$ cat config.mk
export PLATFORM = sky130hd
export DESIGN_NAME = noc_out_port_arb
export DESIGN_NICKNAME = d
export VERILOG_FILES = /design/src/rtl/noc_out_port_arb.sv
export SDC_FILE = /design/constraint.sdc
export NUM_CORES = 1
export LEC_CHECK = 0
export ABC_AREA = 0
export CORE_AREA = 2 2 243 245
export CTS_BUF_LIST = sky130_fd_sc_hd__clkbuf_4
export DETAILED_ROUTE_END_ITERATION = 16
export DIE_AREA = 0 0 245 247
export PLACE_DENSITY = 0.56
export REMOVE_ABC_BUFFERS = 1
export SYNTH_ARGS = -nofsm -noshare
export SYNTH_HDL_FRONTEND = slang
export SYNTH_SLANG_ARGS = --single-unit
$ cat constraint.sdc
create_clock -name clk_i -period 8.4 [get_ports clk_i]
set_clock_uncertainty 0.05 [all_clocks]
set_input_delay 1.26 -clock clk_i [delete_from_list [all_inputs] [get_ports clk_i]]
set_output_delay 1.26 -clock clk_i [all_outputs]
set_load 0.1 [all_outputs]
$ cat src/rtl/noc_out_port_arb.sv
// Per-output-port arbiter: wormhole burst locking, weighted round-robin
// favouring module ports, a one-entry output register and a lock watchdog.
module noc_out_port_arb #(
  parameter int IN_PORTS           = 5,
  parameter int MODULES_PER_ROUTER = 1,
  parameter int HDR_W              = 36,
  parameter int PAY_W              = 64,
  parameter int BURST_BIT          = 0,
  parameter int MOD_WEIGHT         = 2,
  parameter int LOCK_TIMEOUT       = 256
) (
  input  logic                        clk_i,
  input  logic                        reset_q_i,
  input  logic [IN_PORTS-1:0]         req_i,
  input  logic [IN_PORTS-1:0]         flit_avail_q_i,
  input  logic [HDR_W*IN_PORTS-1:0]   header_i,
  input  logic [PAY_W*IN_PORTS-1:0]   payload_i,
  output logic [IN_PORTS-1:0]         rdreq_o,
  output logic [HDR_W-1:0]            header_o,
  output logic [PAY_W-1:0]            payload_o,
  output logic                        wrreq_o,
  input  logic                        stall_i,
  output logic                        lock_o,
  output logic [$clog2(IN_PORTS)-1:0] grant_idx_o,
  output logic                        timeout_err_o
);

  localparam int IDX_W = $clog2(IN_PORTS);
  localparam int CNT_W = $clog2(MOD_WEIGHT + 1);
  localparam int WD_W  = (LOCK_TIMEOUT > 0) ? $clog2(LOCK_TIMEOUT + 1) : 1;
  localparam logic [WD_W-1:0]  WD_LAST  = (LOCK_TIMEOUT > 0) ? WD_W'(LOCK_TIMEOUT - 1) : '0;
  localparam logic [CNT_W-1:0] CNT_LAST = CNT_W'(MOD_WEIGHT - 1);

  typedef enum logic {IDLE, LOCK} state_t;

  state_t            state_q, state_d;
  logic [IDX_W-1:0]  ptr_q, ptr_d;
  logic [IDX_W-1:0]  lock_idx_q, lock_idx_d;
  logic [CNT_W-1:0]  wcnt_q, wcnt_d;
  logic [WD_W-1:0]   wd_q, wd_d;
  logic              err_q, err_d;

  logic              out_valid_q;
  logic [HDR_W-1:0]  hdr_q;
  logic [PAY_W-1:0]  pay_q;
  logic [IDX_W-1:0]  grant_q;

  logic [HDR_W-1:0]  hdr_arr [IN_PORTS];
  logic [PAY_W-1:0]  pay_arr [IN_PORTS];
  logic [IN_PORTS-1:0] elig;
  logic [IN_PORTS-1:0] rdreq;
  logic [IDX_W-1:0]  cand;
  logic [IDX_W-1:0]  rr_idx;
  logic              rr_found;
  logic [IDX_W-1:0]  sel;
  logic              can_go;
  logic              wr;
  logic              load;
  logic              xfer;
  logic              pkt_end;
  logic [HDR_W-1:0]  sel_hdr;
  logic [PAY_W-1:0]  sel_pay;
  logic              sel_burst;

  function automatic logic [IDX_W-1:0] wrap_inc(input logic [IDX_W-1:0] idx);
    if (idx == IDX_W'(IN_PORTS - 1)) return '0;
    return idx + IDX_W'(1);
  endfunction

  always_comb begin
    for (int i = 0; i < IN_PORTS; i++) begin
      hdr_arr[i] = header_i[i*HDR_W +: HDR_W];
      pay_arr[i] = payload_i[i*PAY_W +: PAY_W];
    end
  end

  assign elig = req_i & ~flit_avail_q_i;

  // Descending scan so the closest eligible input at or after the pointer wins.
  always_comb begin
    rr_found = 1'b0;
    rr_idx   = '0;
    cand     = '0;
    for (int k = IN_PORTS - 1; k >= 0; k--) begin
      cand = IDX_W'((int'(ptr_q) + k) % IN_PORTS);
      if (elig[cand]) begin
        rr_found = 1'b1;
        rr_idx   = cand;
      end
    end
  end

  assign wr        = out_valid_q & ~stall_i;
  assign load      = ~out_valid_q | wr;
  assign sel       = (state_q == LOCK) ? lock_idx_q : rr_idx;
  assign can_go    = (state_q == LOCK) ? ~flit_avail_q_i[lock_idx_q] : rr_found;
  assign xfer      = load & can_go;
  assign sel_hdr   = hdr_arr[sel];
  assign sel_pay   = pay_arr[sel];
  assign sel_burst = sel_hdr[BURST_BIT];
  assign rdreq     = xfer ? (IN_PORTS'(1) << sel) : '0;

  // Outputs are forced low combinationally while reset is asserted.
  assign rdreq_o       = rdreq & {IN_PORTS{reset_q_i}};
  assign wrreq_o       = wr;
  assign header_o      = hdr_q;
  assign payload_o     = pay_q;
  assign lock_o        = (state_q == LOCK);
  assign grant_idx_o   = grant_q;
  assign timeout_err_o = err_q;

  always_comb begin
    state_d    = state_q;
    lock_idx_d = lock_idx_q;
    ptr_d      = ptr_q;
    wcnt_d     = wcnt_q;
    wd_d       = wd_q;
    err_d      = err_q;
    pkt_end    = 1'b0;
    if (xfer) begin
      wd_d = '0;
      if (sel_burst) begin
        state_d    = LOCK;
        lock_idx_d = sel;
      end else begin
        state_d = IDLE;
        pkt_end = 1'b1;
      end
    end else if ((state_q == LOCK) && (LOCK_TIMEOUT > 0)) begin
      if (wd_q == WD_LAST) begin
        err_d   = 1'b1;
        state_d = IDLE;
        ptr_d   = wrap_inc(lock_idx_q);
        wcnt_d  = '0;
        wd_d    = '0;
      end else begin
        wd_d = wd_q + WD_W'(1);
      end
    end
    // Module ports keep the pointer until they have used up their weight.
    if (pkt_end) begin
      if (int'(sel) < MODULES_PER_ROUTER) begin
        if (wcnt_q == CNT_LAST) begin
          ptr_d  = wrap_inc(sel);
          wcnt_d = '0;
        end else begin
          ptr_d  = sel;
          wcnt_d = wcnt_q + CNT_W'(1);
        end
      end else begin
        ptr_d  = wrap_inc(sel);
        wcnt_d = '0;
      end
    end
  end

  always_ff @(posedge clk_i or negedge reset_q_i) begin
    if (!reset_q_i) begin
      state_q    <= IDLE;
      lock_idx_q <= '0;
      ptr_q      <= '0;
      wcnt_q     <= '0;
      wd_q       <= '0;
      err_q      <= 1'b0;
    end else begin
      state_q    <= state_d;
      lock_idx_q <= lock_idx_d;
      ptr_q      <= ptr_d;
      wcnt_q     <= wcnt_d;
      wd_q       <= wd_d;
      err_q      <= err_d;
    end
  end

  always_ff @(posedge clk_i or negedge reset_q_i) begin
    if (!reset_q_i) begin
      out_valid_q <= 1'b0;
      hdr_q       <= '0;
      pay_q       <= '0;
      grant_q     <= '0;
    end else if (xfer) begin
      out_valid_q <= 1'b1;
      hdr_q       <= sel_hdr;
      pay_q       <= sel_pay;
      grant_q     <= sel;
    end else if (wr) begin
      out_valid_q <= 1'b0;
    end
  end

endmodule
# ---- Yosys cells after proc, flatten, opt, wreduce, memory -nomap -nowiden
# Cells that the tools add are included.
dict set report totals {
  reg_bits 123
  in_bits 513
  wordCells 124
  output_inout_bits 111
}
dict set report op_classes {
  bitwise 11
  div 5
  n_eq_ne 5
  magnitude_cmp 8
  n_mux 69
  n_shift 1
  n_addsub 8
  n_reduce_logical 7
}
# operator count
set op_table {}
lappend op_table {{binary-select mux 64 bit (select 3 bit)} 1}
lappend op_table {{remainder unit 32 x 4 -> 32 bit, second input constant} 4}
lappend op_table {{2-to-1 mux 64 bit} 2}
lappend op_table {{binary-select mux 36 bit (select 3 bit)} 1}
lappend op_table {{2-to-1 mux 36 bit} 2}
lappend op_table {{2-to-1 mux 3 bit} 17}
lappend op_table {{remainder unit 4 x 4 -> 32 bit, second input constant} 1}
lappend op_table {{2-to-1 mux 1 bit} 30}
lappend op_table {{2-to-1 mux 9 bit} 3}
lappend op_table {{< comparator 3 x 4 -> 1 bit, second input constant} 6}
lappend op_table {{binary-select mux 1 bit (select 3 bit)} 6}
lappend op_table {{2-to-1 mux 2 bit} 6}
lappend op_table {{AND 5 bit} 2}
lappend op_table {{adder 9 x 1 -> 9 bit, second input constant} 1}
lappend op_table {{equality test 9 x 8 -> 1 bit, second input constant} 1}
lappend op_table {{adder 3 x 2 -> 4 bit, second input constant} 2}
lappend op_table {{nonzero test 2 bit} 4}
lappend op_table {{adder 3 x 1 -> 3 bit, second input constant} 2}
lappend op_table {{equality test 3 bit, second input constant} 2}
lappend op_table {{AND reduction 3 bit} 2}
lappend op_table {{2-to-1 mux 5 bit} 1}
lappend op_table {{inverter 5 bit} 1}
lappend op_table {{<< shifter 1 x 3 -> 5 bit, first input constant} 1}
lappend op_table {{adder 3 x 1 -> 4 bit, second input constant} 1}
lappend op_table {{11 further kinds} 15}

# ---- Logic depth before layout (Yosys ltp)
dict set report logic_depth {
  ltp_word 21
  mapped_depth 24
  depth_no_buf 20
}

# ---- Worst setup path after synthesis
# Ideal clock, no wire load.
dict set report synth_timing {
  path_type {register -> output}
  startpoint {register ptr_q[0]}
  endpoint {output rdreq_o[1]}
  t_required_ps 7090
  stages_incl_launch_ff 20
  n_path_buf 3
  setup_slack_ps 498
  t_arrival_ps 6592
  path_cell_list {dfrtp_1 -> inv_1 -> buf_1 -> ha_1 -> inv_1 -> ha_1 -> clkbuf_1 -> nand2b_1 -> ha_1 -> or3b_1 -> a22o_1 -> a211oi_2 -> mux2i_1 -> o211a_1 -> o41ai_1 -> a31oi_2 -> and2_0 -> clkbuf_1 -> nand2_1 -> nor3_1}
}
dict set report synth_via {
  elab_chain_cells 13
  word_cells_on_any_way 35
  cone_classes {4 x add/sub; 5 x div; 1 x shift; 23 x mux; 2 x bitwise}
}
# item line_no
set synth_lines {}
lappend synth_lines {{from (decl)} 37} ;# logic [IDX_W-1:0] ptr_q, ptr_d;
lappend synth_lines {{from (signal assigned)} 168} ;# ptr_q <= ptr_d;
lappend synth_lines {{adder 3 x 3 -> 4 bit} 85} ;# cand = IDX_W'((int'(ptr_q) + k) % IN_PORTS);
lappend synth_lines {{remainder unit 32 x 4 -> 32 bit} 85}
lappend synth_lines {{binary-select mux 1 bit (select 3 bit)} 86} ;# if (elig[cand]) begin
lappend synth_lines {{2-to-1 mux 1 bit (implied by the code)} 86}
lappend synth_lines {{2-to-1 mux 3 bit or 2-to-1 mux 1 bit (tied branches) (5 in series)} 86}
lappend synth_lines {{2-to-1 mux 3 bit or 2-to-1 mux 1 bit (tied branches)} {95, 96}}
lappend synth_lines {{<< shifter 1 x 3 -> 5 bit or AND 1 bit (tied branches)} {101, 97}}
lappend synth_lines {{2-to-1 mux 5 bit (*)} 101} ;# assign rdreq = xfer ? (IN_PORTS'(1) << sel) : '0;
lappend synth_lines {{AND 5 bit (*)} 104} ;# assign rdreq_o = rdreq & {IN_PORTS{reset_q_i}};
lappend synth_lines {{to (decl)} 18} ;# output logic [IN_PORTS-1:0] rdreq_o,
# Every way passes the cells marked *; elsewhere a longest branch is shown, timed or not. The select of a mux whose other input is x is not followed.

# ---- Worst setup path after layout
dict set report layout_timing {
  startpoint {register ptr_q[1]}
  endpoint {output rdreq_o[2]}
}
# Same word-level chain as after synthesis.

==> results.sh <==
export IMPL_syn_inst=974
export IMPL_maxSlewViolCount=0
export IMPL_hp_class="in -> async"
export IMPL_track_usage=0.175
export IMPL_status="completed"
export IMPL_tightest_slew_ns=1.19
export IMPL_fin_ws_ns=0.656
export IMPL_drc=0
export IMPL_cp_top_family="compound AO/OA/AOI/OAI gates"
export IMPL_crit_fanout=19
export IMPL_antenna_found_initial=20
export IMPL_h_tree_depth=4
export IMPL_min_period_over_period=0.922
export IMPL_yosysSeqAreaShare=0.297
export IMPL_setup_violations=0
export IMPL_arrival_ns=6.43
export IMPL_cts_sinks=123
export IMPL_async_reset_ff_frac=1.00
export IMPL_period_needed_ns=7.74
export IMPL_max_slew_margin=0.206
export IMPL_layout_nets=2084
export IMPL_rows=89
export IMPL_drive_above_1_share=0.168
export IMPL_grt_pass1_vias=11400
export IMPL_cp_slowest_cell="ha_1"
export IMPL_num_vias=11000
export IMPL_required_ns=7.09
export IMPL_cp_num_buf_inv=3
export IMPL_setup_tns_ns=0
export IMPL_drt_initial_drc_count=685
export IMPL_root_buffer="clkbuf_4"
export IMPL_grt_max_degree=101
export IMPL_yosysWarnings=0
export IMPL_tritoncts="yes"
export IMPL_drtAntennaViolNets=0
export IMPL_instances_no_fill=2348
export IMPL_wl_per_cell_um=22.9
export IMPL_overflow=0
export IMPL_io_buffer_count=623
export IMPL_cp_common_cell="ha_1"
export IMPL_cts_resized=0
export IMPL_crit_chain="inv_2, ha_1, inv_1, a21oi_1, ha_1, nand2b_1, a22o_1, a211oi_2, mux2i_1, o211a_1, o41ai_1, a31oi_4, and2_0, nand2_1, nor3_1, buf_4"
export IMPL_syn_avg_cell_area_um2=10.7
export IMPL_initial_core_util=0.178
export IMPL_pre_cts_slack_ns=1.39
export IMPL_fmax_ghz=0.129
export IMPL_ys_ff_latch=123
export IMPL_synth_cell_types=76
export IMPL_post_cts_buffers=0
export IMPL_die_w_um=245
export IMPL_cts_reportedPaths_clkPinSlew_ns=0.14
export IMPL_max_stage_delay_ns=0.81
export IMPL_vias_per_cell=4.69
export IMPL_dp_hpwl_um=42800
export IMPL_totalWireLength_um=53700
export IMPL_grt_first_pass_wirelength_um=76200
export IMPL_crit_path_end_kind="output pin"
export IMPL_first_pass_iters=5
export IMPL_clkLatencyLatePin_ns=0.72
export IMPL_place_congestion=0.885
export IMPL_clockBufferDepth=2
export IMPL_die_h_um=247
export IMPL_rsz0062_at_grt="no"
export IMPL_maxCapViolCount=0
export IMPL_coreArea_um2=58200
export IMPL_final_common_cell="clkdlybuf4s50_1"
export IMPL_pin_count=624
export IMPL_cp_start_kind="register"
export IMPL_hold_buffers=0
export IMPL_area_delta_synth_final_pct=70.1
export IMPL_hold_violations=0
export IMPL_path_class="reg -> out"
export IMPL_die_area_um2=60500
export IMPL_synth_edf_count=0
export IMPL_synth_cell_area_um2=10400
export IMPL_numCtsBuffers=17
export IMPL_placed_cells=2301
export IMPL_synth_flop_cell="dfrtp_1"
export IMPL_most_common_layout_cells="615 x clkdlybuf4s50_1, 243 x nor2_1, 123 x dfrtp_1"
==> metrics by stage <==
| stage | utilization | hold slack [ns] | instance area (um2) |
|---|---|---|---|
| 2_1_floorplan | - | 0.408 | 9950 |
| 3_3_place_gp | 0.298 | 0.414 | 17300 |
| 3_5_place_dp | 0.298 | 0.427 | 17300 |
| 4_1_cts | 0.303 | 0.299 | 17600 |
| 5_1_grt | 0.303 | 0.343 | 17700 |
| 6_report | 0.303 | 0.421 | 17700 |
==> state kept, by name, summed over array words and instances, names as in the netlist <==
name	cells
grant_idx_o	3
header_o	36
lock_idx_q	3
lock_o	1
out_valid_q	1
payload_o	64
ptr_q	3
timeout_err_o	1
wcnt_q	2
wd_q	9
==> logic make-up after synthesis <==
kind of cell	share of synthesized area
xor gates and xnor gates	0.0117
DFF	0.297
muxes	0.232
buffers and inverters	0.0500
and+or+nand+nor	0.147
AOI/OAI and AO/OA	0.234
adders and majority gates	0.0289
==> final timing paths <==
kind                                 from            end  slack, ns  cells past startpoint
worst min-delay path            reset_q_i   payload_o[0]       0.42                      1
worst min register to register  wcnt_q[1]      wcnt_q[1]       0.45                      1
min in group clk_i              wcnt_q[1]      wcnt_q[1]       0.45                      1
worst max-delay path             ptr_q[1]     rdreq_o[2]       0.66                     16
worst max register to register   ptr_q[1]       ptr_q[2]       1.69                     17
max in group asynchronous       reset_q_i  payload_o[23]       6.73                      2
==> Yosys cell counts (4+ instances only) <==
master / number / area share
xor2_1: 7 / 0.0059
clkbuf_1: 35 / 0.013
and3_1: 5 / 0.0030
nand3b_1: 5 / 0.0036
o22ai_1: 5 / 0.0030
xnor2_1: 5 / 0.0042
nor3_1: 10 / 0.0048
o21ai_0: 20 / 0.0096
a221oi_1: 22 / 0.019
o21a_1: 6 / 0.0043
nor2b_1: 11 / 0.0066
mux4_2: 100 / 0.22
a21boi_0: 5 / 0.0036
a2111oi_0: 4 / 0.0034
buf_6: 9 / 0.0098
dfrtp_1: 123 / 0.30
nand2b_1: 9 / 0.0054
inv_1: 17 / 0.0061
o211a_1: 4 / 0.0039
buf_2: 32 / 0.015
a21oi_1: 26 / 0.013
a221oi_2: 80 / 0.12
a211oi_1: 7 / 0.0051
nor3b_1: 5 / 0.0036
mux2i_1: 11 / 0.011
a21o_1: 7 / 0.0051
o211ai_1: 7 / 0.0051
ha_1: 24 / 0.029
nand4_1: 7 / 0.0042
nor2_1: 243 / 0.088
buf_1: 7 / 0.0025
nand2_1: 31 / 0.011
nand3_1: 12 / 0.0058
==> worst register-to-register path, stage by stage, from the launching register on <==
cell	delay [ns]
dfrtp_1	0.77
inv_2	0.29
ha_1	0.81
inv_1	0.31
a21oi_1	0.26
ha_1	0.31
nand2b_1	0.13
a22o_1	0.28
a211oi_2	0.33
mux2i_1	0.15
o211a_1	0.27
o41ai_1	0.51
a31oi_4	0.32
nor3b_2	0.43
buf_12	0.58
nand2_1	0.22
o211a_1	0.24
mux2_1	0.34
==> cell type report <==
class,instances,area [um2]
Tap cell,773,967
Timing Repair Buffer,639,6390
Fill cell,6014,40600
Clock buffer,17,128
Clock inverter,15,158
Antenna cell,15,37.5
Sequential cell,123,3080
Inverter,22,90.1
Multi-Input combinational cell,744,6810
==> per-layer routing <==
layer  GRT usage  routed length [um]  up-vias
met5           0                  69        -
met2       0.277               26200      474
met1       0.206               20900     5474
li1            -                   -     4956
met4      0.0990                2350       10
met3      0.0629                4150       94
Power is not shown: default switching activity piles up to over one toggle a cycle in this logic, so the estimate is an artifact.
==> RTL change, RTL diff (same flow settings) <==
Register the output `timeout_err_o` once more; this adds one clock of latency there. The other outputs are not delayed to match.
--- a/src/rtl/noc_out_port_arb.sv
+++ b/src/rtl/noc_out_port_arb.sv
@@ -109,3 +109,9 @@
   assign grant_idx_o   = grant_q;
-  assign timeout_err_o = err_q;
+  always_ff @(posedge clk_i or negedge reset_q_i) begin
+    if (!reset_q_i) begin
+      timeout_err_o <= '0;
+    end else begin
+      timeout_err_o <= err_q;
+    end
+  end
 
Check against the original RTL: not settled (the Yosys comparison gave no result); the edit may change what the design does.
==> RTL change against the unedited design <==
The run now ends with slew limit left; final cell count rose by 22%; worst hold slack got worse by 0.097 ns; synthesized area rose by 7.8%; final area rose by 3.2%; sequential cell count rose by 1; routed wire length rose by 9.2%; synthesized cell count rose by 61%; worst setup slack improved by 0.069 ns; critical path type unchanged; highest routed layer is now met4.
Power is left out: the tool's default activity adds up to more than one toggle a clock period on the data nets, which glitch-free logic cannot reach.
==> RTL change: results (changes against the unedited design) <==
Status -> finished, violations left (was finished, final reports clean)
Violated checks -> slew limit
Largest net degree at the start of global routing -> 201 (was 101)
N_diodes -> 7 (was 15)
Post-synthesis mux area share -> 0.0173 (was 0.232)
Filler instances -> 6,244 (was 6,014)
Crit path max fanout -> 48 (was 19)
Iter 0 DRT Violations -> 1,045 (was 685)
Seq cells -> 124 (was 123)
Critical path arrival -> 6.37 ns (was 6.43 ns)
Max stage delay on crit path -> 0.72 ns (was 0.81 ns)
Initial antenna violation count -> 4 (was 20)
Slowest CP cell -> dfrtp_1 (was ha_1)
Fin nets -> 2,601 (was 2,084)
HPWL after DPL -> 42,200 um (was 42,800 um)
PnR worst setup slack -> 0.725 ns (was 0.656 ns)
Sequential-to-total area share from yosys stat -> 0.277 (was 0.297)
Distinct cells, synth -> 85 (was 76)
RD Place Congestion -> 0.932 (was 0.885)
R2R depth -> 18 (was 17)
Vias per cell -> 5.19 (was 4.69)
Max transition margin -> -0.0485 (was 0.206)
R2r setup slk -> 1.80 ns (was 1.69 ns)
Setup Fix Bufs, Post-CTS -> 0 (unchanged)
Share of layout cells above drive strength 1 -> 0.0501 (was 0.168)
Post-Route WL -> 58,700 um (was 53,700 um)
Synth area leaders -> dfrtp_1 (28%), nand3_1 (18%), o21ai_0 (9.7%) (was dfrtp_1 (30%), mux4_2 (22%), a221oi_2 (12%))
Synth Area in XOR/XNOR -> 0.00861 (was 0.0117)
Max-slew violation count -> 63 (was 0)
Capturing point of the worst reg2reg path -> header_o[2] (was ptr_q[2])
CP Capture Point -> rdreq_o[3] (was rdreq_o[2])
Register area -> 3100 um2 (was 3080 um2)
First-pass GRT wire length -> 85,600 um (was 76,200 um)
Non-clk buf share -> 0.355 (was 0.362)
#MultiIn Comb -> 1,253 (was 744)
Fraction of area in multi-input gates -> 0.401 (was 0.386)
Hold Path Class -> input pin to asynchronous set/reset pin (unchanged)
Main flop type after synthesis -> dfrtp_1 (unchanged)
Post-Synth Adder-Cell Area -> 0.0268 (was 0.0289)
Pre-CTS setup slack -> 1.51 ns (was 1.39 ns)
Non-clk bufs -> 650 (was 639)
Compound-Gate Fraction of Synth Area -> 0.308 (was 0.234)
Vias in the first global route -> 14,000 (was 11,400)
CLK BUF -> 20 (was 17)
Non-clock inverters -> 18 (was 22)
ClkCell Share -> 0.0163 (was 0.0162)
GR Util All Layers -> 0.184 (was 0.175)
-- RTL change: changes by cell type after synthesis, sizes merged, moves of 12 or more --
cell	delta
nand3	+392
buf	+12
mux4	-98
a32oi	+101
nor2	-100
nand2	+15
a221oi	-100
clkbuf	+78
o21ai	+204
a21oi	+101
-- RTL change: kinds of logic after synthesis --
group           Yosys count
buf+inv                 193
simple gates            664
compound gates          538
flops                   124
fa+ha+maj                24
xor+xnor                 11
mux                      16
-- RTL change: metrics by stage --
step	hold slack (ns)	instance area [um2]	instances	util
2_1_floorplan	0.298	10400	1395	-
3_3_place_gp	0.311	17900	2818	0.308
3_5_place_dp	0.308	17900	2818	0.308
4_1_cts	0.210	18200	2850	0.313
5_1_grt	0.264	18200	2851	0.313
6_report	0.324	18200	2857	0.313
-- RTL change: layer usage --
layer / vias to the layer above / track usage / wire length, um
met4: 0 / 0.0604 / 1660
li1: 6905 / - / -
met3: 89 / 0.0398 / 3670
met5: - / 0 / 0
met2: 666 / 0.318 / 29100
met1: 7157 / 0.227 / 24200
